**config.mk**
```make
export PLATFORM = sky130hd
export DESIGN_NAME = exe_muldiv_unit
export DESIGN_NICKNAME = d
export VERILOG_FILES = /design/src/rtl/exe_muldiv_unit_pkg.sv /design/src/rtl/exe_muldiv_datapath.sv /design/src/rtl/exe_muldiv_unit.sv
export SDC_FILE = /design/constraint.sdc
export NUM_CORES = 1
export LEC_CHECK = 0
export ABC_AREA = 1
export CAP_MARGIN = 10
export CORE_MARGIN = 2
export CORE_UTILIZATION = 35
export CTS_BUF_LIST = sky130_fd_sc_hd__clkbuf_8
export DETAILED_ROUTE_END_ITERATION = 10
export SETUP_SLACK_MARGIN = 0.4
export SLEW_MARGIN = 20
export SYNTH_ARGS = -nofsm -noshare
export SYNTH_HDL_FRONTEND = slang
export SYNTH_SLANG_ARGS = --single-unit
```
**constraint.sdc**
```tcl
create_clock -name i_sys_clk -period 3 [get_ports i_sys_clk]
set_clock_uncertainty 0.05 [all_clocks]
set_input_delay 0.6 -clock i_sys_clk [delete_from_list [all_inputs] [get_ports i_sys_clk]]
set_output_delay 0.6 -clock i_sys_clk [all_outputs]
set_load 0.01 [all_outputs]
```
**src/rtl/exe_muldiv_unit_pkg.sv**
```systemverilog
// Shared execute-stage widths, command codes and muldiv command classification helpers.
// Latency: none (definitions only).
// Backpressure: none (definitions only).
`ifndef EXE_MULDIV_DEFINES_SVH
`define EXE_MULDIV_DEFINES_SVH
`define WORD_LEN        32
`define EXE_CMD_LEN     4
`define REG_32_ADDR_LEN 5
`define EXE_ADD         4'h0
`define EXE_MUL         4'h8
`define EXE_MULH        4'h9
`define EXE_MULHU       4'hA
`define EXE_DIV         4'hB
`define EXE_DIVU        4'hC
`define EXE_REM         4'hD
`define EXE_REMU        4'hE
`endif

package exe_muldiv_unit_pkg;

    // Any command that this unit executes
    function automatic logic is_muldiv(input logic [`EXE_CMD_LEN-1:0] cmd);
        return (cmd == `EXE_MUL)  || (cmd == `EXE_MULH) || (cmd == `EXE_MULHU) ||
               (cmd == `EXE_DIV)  || (cmd == `EXE_DIVU) || (cmd == `EXE_REM)   ||
               (cmd == `EXE_REMU);
    endfunction

    // Commands that use the shift-subtract divider
    function automatic logic is_div(input logic [`EXE_CMD_LEN-1:0] cmd);
        return (cmd == `EXE_DIV) || (cmd == `EXE_DIVU) ||
               (cmd == `EXE_REM) || (cmd == `EXE_REMU);
    endfunction

    // Commands that operate on magnitudes and sign-correct afterwards
    function automatic logic is_signed_op(input logic [`EXE_CMD_LEN-1:0] cmd);
        return (cmd == `EXE_MULH) || (cmd == `EXE_DIV) || (cmd == `EXE_REM);
    endfunction

endpackage

```
**src/rtl/exe_muldiv_datapath.sv**
```systemverilog
// Iterative radix-2 datapath: 64-bit accumulator, shift-add multiply / restoring divide step.
// Latency: one iteration per i_step cycle; 32 steps give the full product or quotient/remainder.
// Backpressure: none; the controlling FSM decides when to load and step.
module exe_muldiv_datapath #(
    parameter int DATA_W = 32
) (
    input  logic                  i_sys_clk,
    input  logic                  i_sys_rst_n,
    input  logic                  i_load,
    input  logic                  i_step,
    input  logic                  i_is_div,
    input  logic [DATA_W-1:0]     i_op_a,
    input  logic [DATA_W-1:0]     i_op_b,
    output logic [2*DATA_W-1:0]   o_acc
);

    logic [2*DATA_W-1:0] acc_q;
    logic [DATA_W-1:0]   opb_q;
    logic                div_q;
    logic [DATA_W:0]     mul_sum;
    logic [DATA_W:0]     rem_sh;
    logic [DATA_W:0]     rem_diff;
    logic [2*DATA_W-1:0] acc_d;

    // One iteration: multiply keeps {partial, multiplier}, divide keeps {remainder, quotient}
    always_comb begin
        mul_sum  = {1'b0, acc_q[2*DATA_W-1:DATA_W]} + (acc_q[0] ? {1'b0, opb_q} : '0);
        rem_sh   = acc_q[2*DATA_W-1:DATA_W-1];
        rem_diff = rem_sh - {1'b0, opb_q};
        if (!div_q) begin
            acc_d = {mul_sum, acc_q[DATA_W-1:1]};
        end else if (!rem_diff[DATA_W]) begin
            acc_d = {rem_diff[DATA_W-1:0], acc_q[DATA_W-2:0], 1'b1};
        end else begin
            acc_d = {rem_sh[DATA_W-1:0], acc_q[DATA_W-2:0], 1'b0};
        end
    end

    // Accumulator and operand B registers
    always_ff @(posedge i_sys_clk or negedge i_sys_rst_n) begin
        if (!i_sys_rst_n) begin
            acc_q <= '0;
            opb_q <= '0;
            div_q <= 1'b0;
        end else if (i_load) begin
            acc_q <= {{DATA_W{1'b0}}, i_op_a};
            opb_q <= i_op_b;
            div_q <= i_is_div;
        end else if (i_step) begin
            acc_q <= acc_d;
        end
    end

    assign o_acc = acc_q;

endmodule

```
**src/rtl/exe_muldiv_unit.sv**
```systemverilog
// Execute-stage multi-cycle MUL/MULH/MULHU/DIV/DIVU/REM/REMU unit with one-cycle result pulse.
// Latency: 35 cycles from accept to o_valid (normal), 2 cycles for divide special cases.
// Backpressure: o_stall holds the ID-to-EXE register while an op is accepted, iterating or fixing up.
module exe_muldiv_unit
    import exe_muldiv_unit_pkg::*;
#(
    parameter int DATA_W = `WORD_LEN,
    parameter int CMD_W  = `EXE_CMD_LEN,
    parameter int ADDR_W = `REG_32_ADDR_LEN
) (
    input  logic              i_sys_clk,
    input  logic              i_sys_rst_n,
    input  logic              i_valid,
    input  logic [CMD_W-1:0]  i_Execute_cmd,
    input  logic [DATA_W-1:0] i_value1,
    input  logic [DATA_W-1:0] i_value2,
    input  logic [ADDR_W-1:0] i_dest,
    input  logic              i_writeback_en,
    input  logic              i_flush,
    output logic              o_stall,
    output logic              o_valid,
    output logic [DATA_W-1:0] o_result,
    output logic [ADDR_W-1:0] o_dest,
    output logic              o_writeback_en
);

    typedef enum logic [1:0] {IDLE, CALC, FIX, DONE} state_t;

    localparam logic [DATA_W-1:0] MIN_NEG = {1'b1, {(DATA_W-1){1'b0}}};

    state_t              state_q, state_d;
    logic [4:0]          cnt_q;
    logic [CMD_W-1:0]    cmd_q;
    logic                neg_q;
    logic                wb_q;
    logic                accept;
    logic                special;
    logic [DATA_W-1:0]   special_res;
    logic                sgn;
    logic                a_neg, b_neg;
    logic [DATA_W-1:0]   mag_a, mag_b;
    logic                neg_d;
    logic                dp_load, dp_step;
    logic                stall_raw;
    logic [2*DATA_W-1:0] acc;
    logic [2*DATA_W-1:0] acc_neg;
    logic [DATA_W-1:0]   quo_fix, rem_fix;
    logic [DATA_W-1:0]   fix_res;

    assign accept = (state_q == IDLE) && i_valid && is_muldiv(i_Execute_cmd) && !i_flush;

    // Operand magnitudes, result sign and divide corner cases decided at accept time
    always_comb begin
        sgn     = is_signed_op(i_Execute_cmd);
        a_neg   = sgn && i_value1[DATA_W-1];
        b_neg   = sgn && i_value2[DATA_W-1];
        mag_a   = a_neg ? -i_value1 : i_value1;
        mag_b   = b_neg ? -i_value2 : i_value2;
        neg_d   = (i_Execute_cmd == `EXE_REM) ? a_neg : (a_neg ^ b_neg);
        special = 1'b0;
        special_res = '0;
        if (is_div(i_Execute_cmd) && (i_value2 == '0)) begin
            special     = 1'b1;
            special_res = ((i_Execute_cmd == `EXE_DIV) || (i_Execute_cmd == `EXE_DIVU)) ?
                          '1 : i_value1;
        end else if (((i_Execute_cmd == `EXE_DIV) || (i_Execute_cmd == `EXE_REM)) &&
                     (i_value1 == MIN_NEG) && (i_value2 == '1)) begin
            special     = 1'b1;
            special_res = (i_Execute_cmd == `EXE_DIV) ? MIN_NEG : '0;
        end
    end

    exe_muldiv_datapath #(.DATA_W(DATA_W)) u_datapath (
        .i_sys_clk   (i_sys_clk),
        .i_sys_rst_n (i_sys_rst_n),
        .i_load      (dp_load),
        .i_step      (dp_step),
        .i_is_div    (is_div(i_Execute_cmd)),
        .i_op_a      (mag_a),
        .i_op_b      (mag_b),
        .o_acc       (acc)
    );

    // Sign correction of the finished accumulator
    always_comb begin
        acc_neg = -acc;
        quo_fix = neg_q ? -acc[DATA_W-1:0] : acc[DATA_W-1:0];
        rem_fix = neg_q ? -acc[2*DATA_W-1:DATA_W] : acc[2*DATA_W-1:DATA_W];
        case (cmd_q)
            `EXE_MUL:              fix_res = acc[DATA_W-1:0];
            `EXE_MULH:             fix_res = neg_q ? acc_neg[2*DATA_W-1:DATA_W] : acc[2*DATA_W-1:DATA_W];
            `EXE_MULHU:            fix_res = acc[2*DATA_W-1:DATA_W];
            `EXE_DIV, `EXE_DIVU:   fix_res = quo_fix;
            default:               fix_res = rem_fix;
        endcase
    end

    // FSM state register
    always_ff @(posedge i_sys_clk or negedge i_sys_rst_n) begin
        if (!i_sys_rst_n) state_q <= IDLE;
        else              state_q <= state_d;
    end

    // FSM next-state logic; flush aborts any busy state
    always_comb begin
        state_d = state_q;
        case (state_q)
            IDLE: if (accept) state_d = special ? DONE : CALC;
            CALC: begin
                if (i_flush)              state_d = IDLE;
                else if (cnt_q == 5'd31)  state_d = FIX;
            end
            FIX:  state_d = i_flush ? IDLE : DONE;
            DONE: state_d = IDLE;
            default: state_d = IDLE;
        endcase
    end

    // FSM outputs: stall, result pulse and datapath controls
    always_comb begin
        stall_raw = 1'b0;
        o_valid   = 1'b0;
        dp_load   = 1'b0;
        dp_step   = 1'b0;
        case (state_q)
            IDLE: begin
                stall_raw = accept;
                dp_load   = accept && !special;
            end
            CALC: begin
                stall_raw = !i_flush;
                dp_step   = !i_flush;
            end
            FIX:  stall_raw = !i_flush;
            DONE: o_valid   = !i_flush;
            default: ;
        endcase
        o_stall = stall_raw && i_sys_rst_n;
    end

    // Iteration counter, running only while in CALC
    always_ff @(posedge i_sys_clk or negedge i_sys_rst_n) begin
        if (!i_sys_rst_n)           cnt_q <= '0;
        else if (state_q == CALC)   cnt_q <= cnt_q + 5'd1;
        else                        cnt_q <= '0;
    end

    // Instruction capture at accept and result registration
    always_ff @(posedge i_sys_clk or negedge i_sys_rst_n) begin
        if (!i_sys_rst_n) begin
            cmd_q    <= '0;
            neg_q    <= 1'b0;
            wb_q     <= 1'b0;
            o_dest   <= '0;
            o_result <= '0;
        end else begin
            if (accept) begin
                cmd_q  <= i_Execute_cmd;
                neg_q  <= neg_d;
                wb_q   <= i_writeback_en;
                o_dest <= i_dest;
                if (special) o_result <= special_res;
            end
            if ((state_q == FIX) && !i_flush) o_result <= fix_res;
        end
    end

    assign o_writeback_en = wb_q && o_valid;

endmodule

```
==> Word level (Yosys, flattened, before mapping) <==
Cells that the tools add are included.
W data, S select, Z words.
{ "totals": {"inputBits": 78, "output_inout_bits": 40, "elab_cells": 106, "ff_bits": 147} }
{ "op_classes": {"bitwise_logic": 1, "reduce_logical": 35, "n_eq_ne": 20, "mux": 32, "add_sub_neg": 8} }
{ "op_table": {"columns": ["operator", "count"], "rows": [
  ["$mux W32", 13],
  ["$mux W64", 4],
  ["$neg A32 Y32", 4],
  ["$pmux W32 S4", 1],
  ["$eq A32 B32 Y1 const B", 2],
  ["$neg A64 Y64", 1],
  ["$eq A4 B4 Y1 const B", 12],
  ["$add A32 B33 Y33", 1],
  ["$sub A33 B32 Y33", 1],
  ["$logic_not A32 Y1", 1],
  ["$logic_and A1 B1 Y1", 12],
  ["$logic_or A1 B1 Y1", 12],
  ["$mux W2", 5],
  ["$pmux W2 S4", 1],
  ["$mux W1", 6],
  ["$reduce_bool A2 Y1", 3],
  ["$add A5 B1 Y5 const B", 1],
  ["$eq A5 B5 Y1 const B", 1],
  ["$mux W5", 1],
  ["$eq A2 B2 Y1 const B", 2],
  ["$reduce_and A2 Y1", 2],
  ["$reduce_or A2 Y1", 2],
  ["$ne A3 B3 Y1 const B", 1],
  ["$eq A2 B1 Y1 const B", 1],
  ["other kinds (5)", 6]
]} }

==> Depth between registers and ports, before layout <==
{ "depth": {"depth_word": 12, "depth_mapped": 20, "mapped_depth_nobuf": 19} }

==> Cells and area by module <==
From an unflattened synthesis, not the netlist that was laid out.
{ "unflattened": {"cells_unflattened": 3197, "hier_area_um2": 18008.5} }
{ "by_module_without_submodules": {"columns": ["module", "n_inst", "area_per_inst_um2", "cells_per_inst", "seq_area_each_um2"], "rows": [
  ["exe_muldiv_datapath", 1, 9769.4, 1638, 2427.3],
  ["exe_muldiv_unit", 1, 8239.2, 1559, 1251.2]
]} }

==> Worst setup path after synthesis <==
OpenSTA, ideal clock, no wires.
{ "synth_path": {"kind": "register -> register", "start": "register u_datapath.acc_q[0], in the netlist u_datapath.o_acc[0]", "end": "register u_datapath.acc_q[59], in the netlist u_datapath.o_acc[59]", "slack_ns": 0.353, "path_stages_with_launch": 20, "t_arrival_ns": 2.481, "path_cell_list": "dfrtp_1 -> buf_2 -> buf_1 -> nand2_1 -> inv_1 -> ha_1 -> inv_1 -> fa_1 -> o21ai_0 -> nand2_1 -> nand2_1 -> nand2_1 -> nand2_1 -> nand3_1 -> nand3_1 -> nand2_1 -> nor2_1 -> nor2_1 -> nand2_1 -> nand2_1"} }
{ "synth_via": {"elab_chain_cells": 5} }
{ "synth_rtl": {"columns": ["item", "line_no", "rtl"], "rows": [
  ["start: declaration", "exe_muldiv_datapath.sv:17", "logic [2*DATA_W-1:0] acc_q;"],
  ["start signal: assignment", "exe_muldiv_datapath.sv:46", "acc_q <= {{DATA_W{1'b0}}, i_op_a};"],
  ["$mux W32", "exe_muldiv_datapath.sv:27", "mul_sum = {1'b0, acc_q[2*DATA_W-1:DATA_W]} + (acc_q[0] ? {1'b0, opb_q} : '0);"],
  ["$add A32 B33 Y33", "exe_muldiv_datapath.sv:27", null],
  ["$mux W64", "exe_muldiv_datapath.sv:30", "if (!div_q) begin"],
  ["$mux W64", "exe_muldiv_datapath.sv:49", "end else if (i_step) begin"],
  ["$mux W64", "exe_muldiv_datapath.sv:45", "end else if (i_load) begin"]
]} }
Every way passes these cells. The select of a mux whose other input is x is not followed.
A chain may end at the register's enable or synchronous reset.

==> Worst setup path after layout <==
{ "layout_path": {"start": "register u_datapath.acc_q[0], in the netlist u_datapath.o_acc[0]", "end": "register u_datapath.acc_q[56], in the netlist u_datapath.o_acc[56]"} }
The elaborated chain is that of the path after synthesis.

==> qor.log <==
[sta] RSZ-0062 raised after global routing yes
[setup_path] Critical Path Start u_datapath.o_acc[0]
[yosys] share of flip-flops with an asynchronous set or reset 1.00
[die] die extent in y 228 um
[sta] Slew headroom 0.468
[grt] pin count of the biggest net entering global routing 81
[grt] antenna violations before repair 1
[final_layout] number of nets at the end of the flow 3537
[placed_design] final HPWL from detailed placement 65.3 mm
[setup_path] r2r setup slk 0.37 ns
[final_layout] final non-filler cell total 4066
[setup_path] startpoint of the worst-slack reg-to-reg timing path u_datapath.o_acc[0]
[sta] final count of pins violating max slew 0
[yosys] warning count from the yosys run 0
[final_layout] cell area after layout 22500 um2
[die] Horiz. Die Dim 228 um
[drt] routed via count 21874
[final_layout] layout overhead on the synthesized area 28.2%
[yosys] xor/xnor cell area share of the yosys netlist 0.0405
[sta] number of failing hold endpoints at the final stage 0
[die] starting utilization of the core area 0.352
[drt] wire length per cell 19.8 um
[placed_design] Post-Place Worst Slack -0.0683 ns
[yosys] fraction of the mapped netlist area in compound gates 0.157
[yosys] fraction of synthesized area in multiplexers 0
[clock_tree] number of H-tree levels 4
[final_layout] layout cells sized above 1 0.157
[clock_tree] total clock buffers created by CTS 17
[power] total power after layout 0.0235 W
[sta] final count of negative-setup-slack endpoints 0
[setup_path] largest fanout of any net on the critical path 32
[clock_tree] buffer type at the clock tree root clkbuf_8
[yosys] cell accounting for the most synthesized area dfrtp_1
[outcome] run status complete, no violations
[drt] number of optimization iterations in the first detailed-route pass 6
[grt] grt ovf 0
[placed_design] dpl cell area 20900 um2
[placed_design] Cells after DPL 3998
[die] Core Region 49800 um2
[yosys] Adder-Cell Fraction of Synth Area 0.0572
[yosys] count of flip-flops with a built-in enable after synthesis 0
[yosys] Cell variety after synth 51
[setup_path] number of cells on the worst reg-to-reg path 16
[clock_tree] clock input transition at the sequential cells of the worst setup and hold paths 0.09 ns
[grt] overall fraction of global-route tracks in use 0.303
[setup_path] end point of the critical path u_datapath.o_acc[56]
[power] IR drop worst, VDD 0.535 mV
[yosys] number of register bits inferred by synthesis 147
[drt] final wirelength 80.7 mm
[setup_path] required time of the worst setup path 3.39 ns
[power] standby leakage power 11.1 nW
[power] Pwr per Cell Area 1040 nW/um2
[drt] number of violations reported at the end of detailed-routing iteration 0 2540
[grt] vias in the first global route 20018
[placed_design] Buffers on Ports 117
[yosys] share of the yosys chip area belonging to registers 0.210
[yosys] Avg Synthesized Cell Area 5.70 um2
[placed_design] GP Congestion 1.02
[sta] slew at the pin closest to its max-slew limit 0.797 ns
[drt] DRC 0
[yosys] Netlist Area Pre-Place 17500 um2
[run] max-cap viol count 0
[die] I/O Pins 118
[clock_tree] Max Root-Sink Buffers 2
[yosys] area share of the leading cell type in the synthesized netlist 0.210
[die] die area 51900 um2
[setup_path] kind of critical path reg2reg
[sta] final worst path period share 0.878
[clock_tree] clock latency of the later-clocked register in the worst-skew pair 0.54 ns
[sta] smallest setup slack after layout 0.366 ns
[yosys] synthesized netlist cell count 3079
[yosys] top_reg_cell synth dfrtp_1
[grt] wire length of the first global-routing pass 121 mm
[hold_path] HP Class in2async
[sta] fin crit period 2.63 ns
[setup_path] crit end category register
[sta] Hold Worst Slack 0.0882 ns
[sta] fmax 380 MHz
[setup_path] Data arrival, critical path 3.03 ns
[yosys] simple-gate share of the synthesized area 0.420
[die] row cnt 82
[clock_tree] TritonCTS clock tree done
[yosys] cell types occupying the most area after synthesis dfrtp_1 21%, nand2_1 20%, nor2_1 9.1%
[yosys] Syn Nets 3236
[clock_tree] number of sinks driven by the clock tree 147
[yosys] combinational family with the most area after synthesis simple AND/OR/NAND/NOR gates
[setup_path] startpoint type of the worst setup path register
[drt] antenna-violating nets left 0
[setup_path] worst flop-to-flop path endpoint u_datapath.o_acc[56]
[drt] number of vias per cell 5.38
==> flip-flops by register name (all words and copies together) (netlist names) <==
register / flops
u_datapath.o_acc: 64
o_result: 32
u_datapath.opb_q: 32
cnt_q: 5
o_dest: 5
cmd_q: 4
state_q: 2
neg_q: 1
u_datapath.div_q: 1
wb_q: 1
==> power by group <==
part / internal [W] / switching (W) / leakage [nW] / total, W
Sequential: 0.00281 / 0.00117 / 1.81 / 0.00398
Combinational: 0.00651 / 0.0113 / 9.12 / 0.0178
Clock: 0.000778 / 0.000890 / 0.201 / 0.00167
==> cells in the mapped netlist, types with 7 or more instances <==
library cell,count
xnor2_1,13
nand2_1,955
o21ai_1,10
nand4_1,39
nor3_1,30
buf_6,10
o21bai_1,9
or2_2,14
inv_2,15
nand3b_1,15
nor2_2,10
nor2_1,423
a21oi_1,190
o221ai_1,12
o211ai_1,8
o22ai_1,27
a221oi_1,12
dfrtp_1,147
clkbuf_1,43
inv_1,384
o21ai_0,188
ha_1,77
xor2_1,68
a31oi_1,18
buf_4,11
buf_2,25
buf_1,7
nand2_2,7
nand3_1,264
==> cell usage in the layout (no fill, tap or decap), types with 6 or more instances in the layout <==
cell type / count
nand2_1: 914
nor2_1: 397
inv_1: 374
nand3_1: 250
buf_4: 240
o21ai_0: 178
a21oi_1: 169
dfrtp_1: 129
clkdlybuf4s50_1: 110
xor2_1: 68
ha_1: 45
nand2_2: 39
nand4_1: 39
nor2_2: 31
o22ai_1: 27
nor3_1: 25
a21oi_2: 25
ha_4: 24
inv_2: 23
clkbuf_8: 19
a31oi_1: 18
dfrtp_2: 18
o21ai_1: 16
nand3_2: 15
nand3b_1: 15
buf_12: 15
or2_2: 14
xnor2_1: 13
o221ai_1: 12
a221oi_1: 12
nand2_4: 10
o21bai_1: 9
o211ai_1: 8
ha_2: 8
nor2_4: 6
nor3_2: 6
==> worst max-delay path, stage by stage (launching register included) <==
cell	delay (ns)
dfrtp_1	0.43
buf_12	0.21
nand2_1	0.07
inv_1	0.11
ha_1	0.29
a21oi_1	0.23
o21ai_0	0.22
a21oi_2	0.21
nor2_1	0.08
nor2_1	0.16
nand2_1	0.08
nand2_1	0.06
nand3_1	0.11
nand2_1	0.09
inv_1	0.04
nand2_1	0.05
nand2_1	0.04
==> through the flow <==
stage,utilization,setup TNS (ns)
floorplan,-,0
global placement,0.420,0
detailed placement,0.420,-0.851
CTS,0.434,0
global route,0.452,0
finish,0.452,0
==> cell families (layout without fill, tap and decap cells) <==
family,Yosys count,after routing
simple gates,1777,1778
buf+inv,498,811
compound gates,497,497
flops,147,147
xor+xnor,81,81
fa+ha+maj,79,79
other cells,0,1
==> final cells by class <==
type | count | area (um2)
Tap cell | 672 | 841
Antenna cell | 1 | 2.50
Clock inverter | 13 | 135
Inverter | 402 | 1530
Fill cell | 5434 | 27300
Clock buffer | 19 | 262
Multi-Input combinational cell | 2435 | 12700
Sequential cell | 147 | 3700
Timing Repair Buffer | 377 | 3350
==> routing by layer <==
metal	vias to the layer above	GRT usage	share of wire
li1	10538	-	-
met1	10113	0.443	0.44
met2	1084	0.436	0.42
met3	139	0.0634	0.11
met4	0	0.107	0.035
met5	-	0	0
==> worst min-delay path by stage <==
stage	start	to	cells after the start
global placement	cnt_q[0]	cnt_q[0]	1
finish	i_sys_rst_n	cmd_q[1]	2
global route	i_sys_rst_n	cmd_q[0]	2
CTS	i_sys_rst_n	o_dest[2]	2
detailed placement	cnt_q[0]	cnt_q[0]	1
floorplan	i_sys_rst_n	cmd_q[0]	0
==> repair_timing <==
| action | 4_1_cts | 5_1_grt |
|---|---|---|
| endpoints found under the setup margin | 37 | 59 |
| hold buffers | 0 | 0 |
| setup buffers | 10 | 23 |
| pin swaps | 3 | 33 |
| endpoints found under the hold margin | 0 | 0 |
| gates resized for setup | 55 | 177 |
| cloned | 2 | 0 |
No activity file was read; power rests on OpenSTA's default activity.
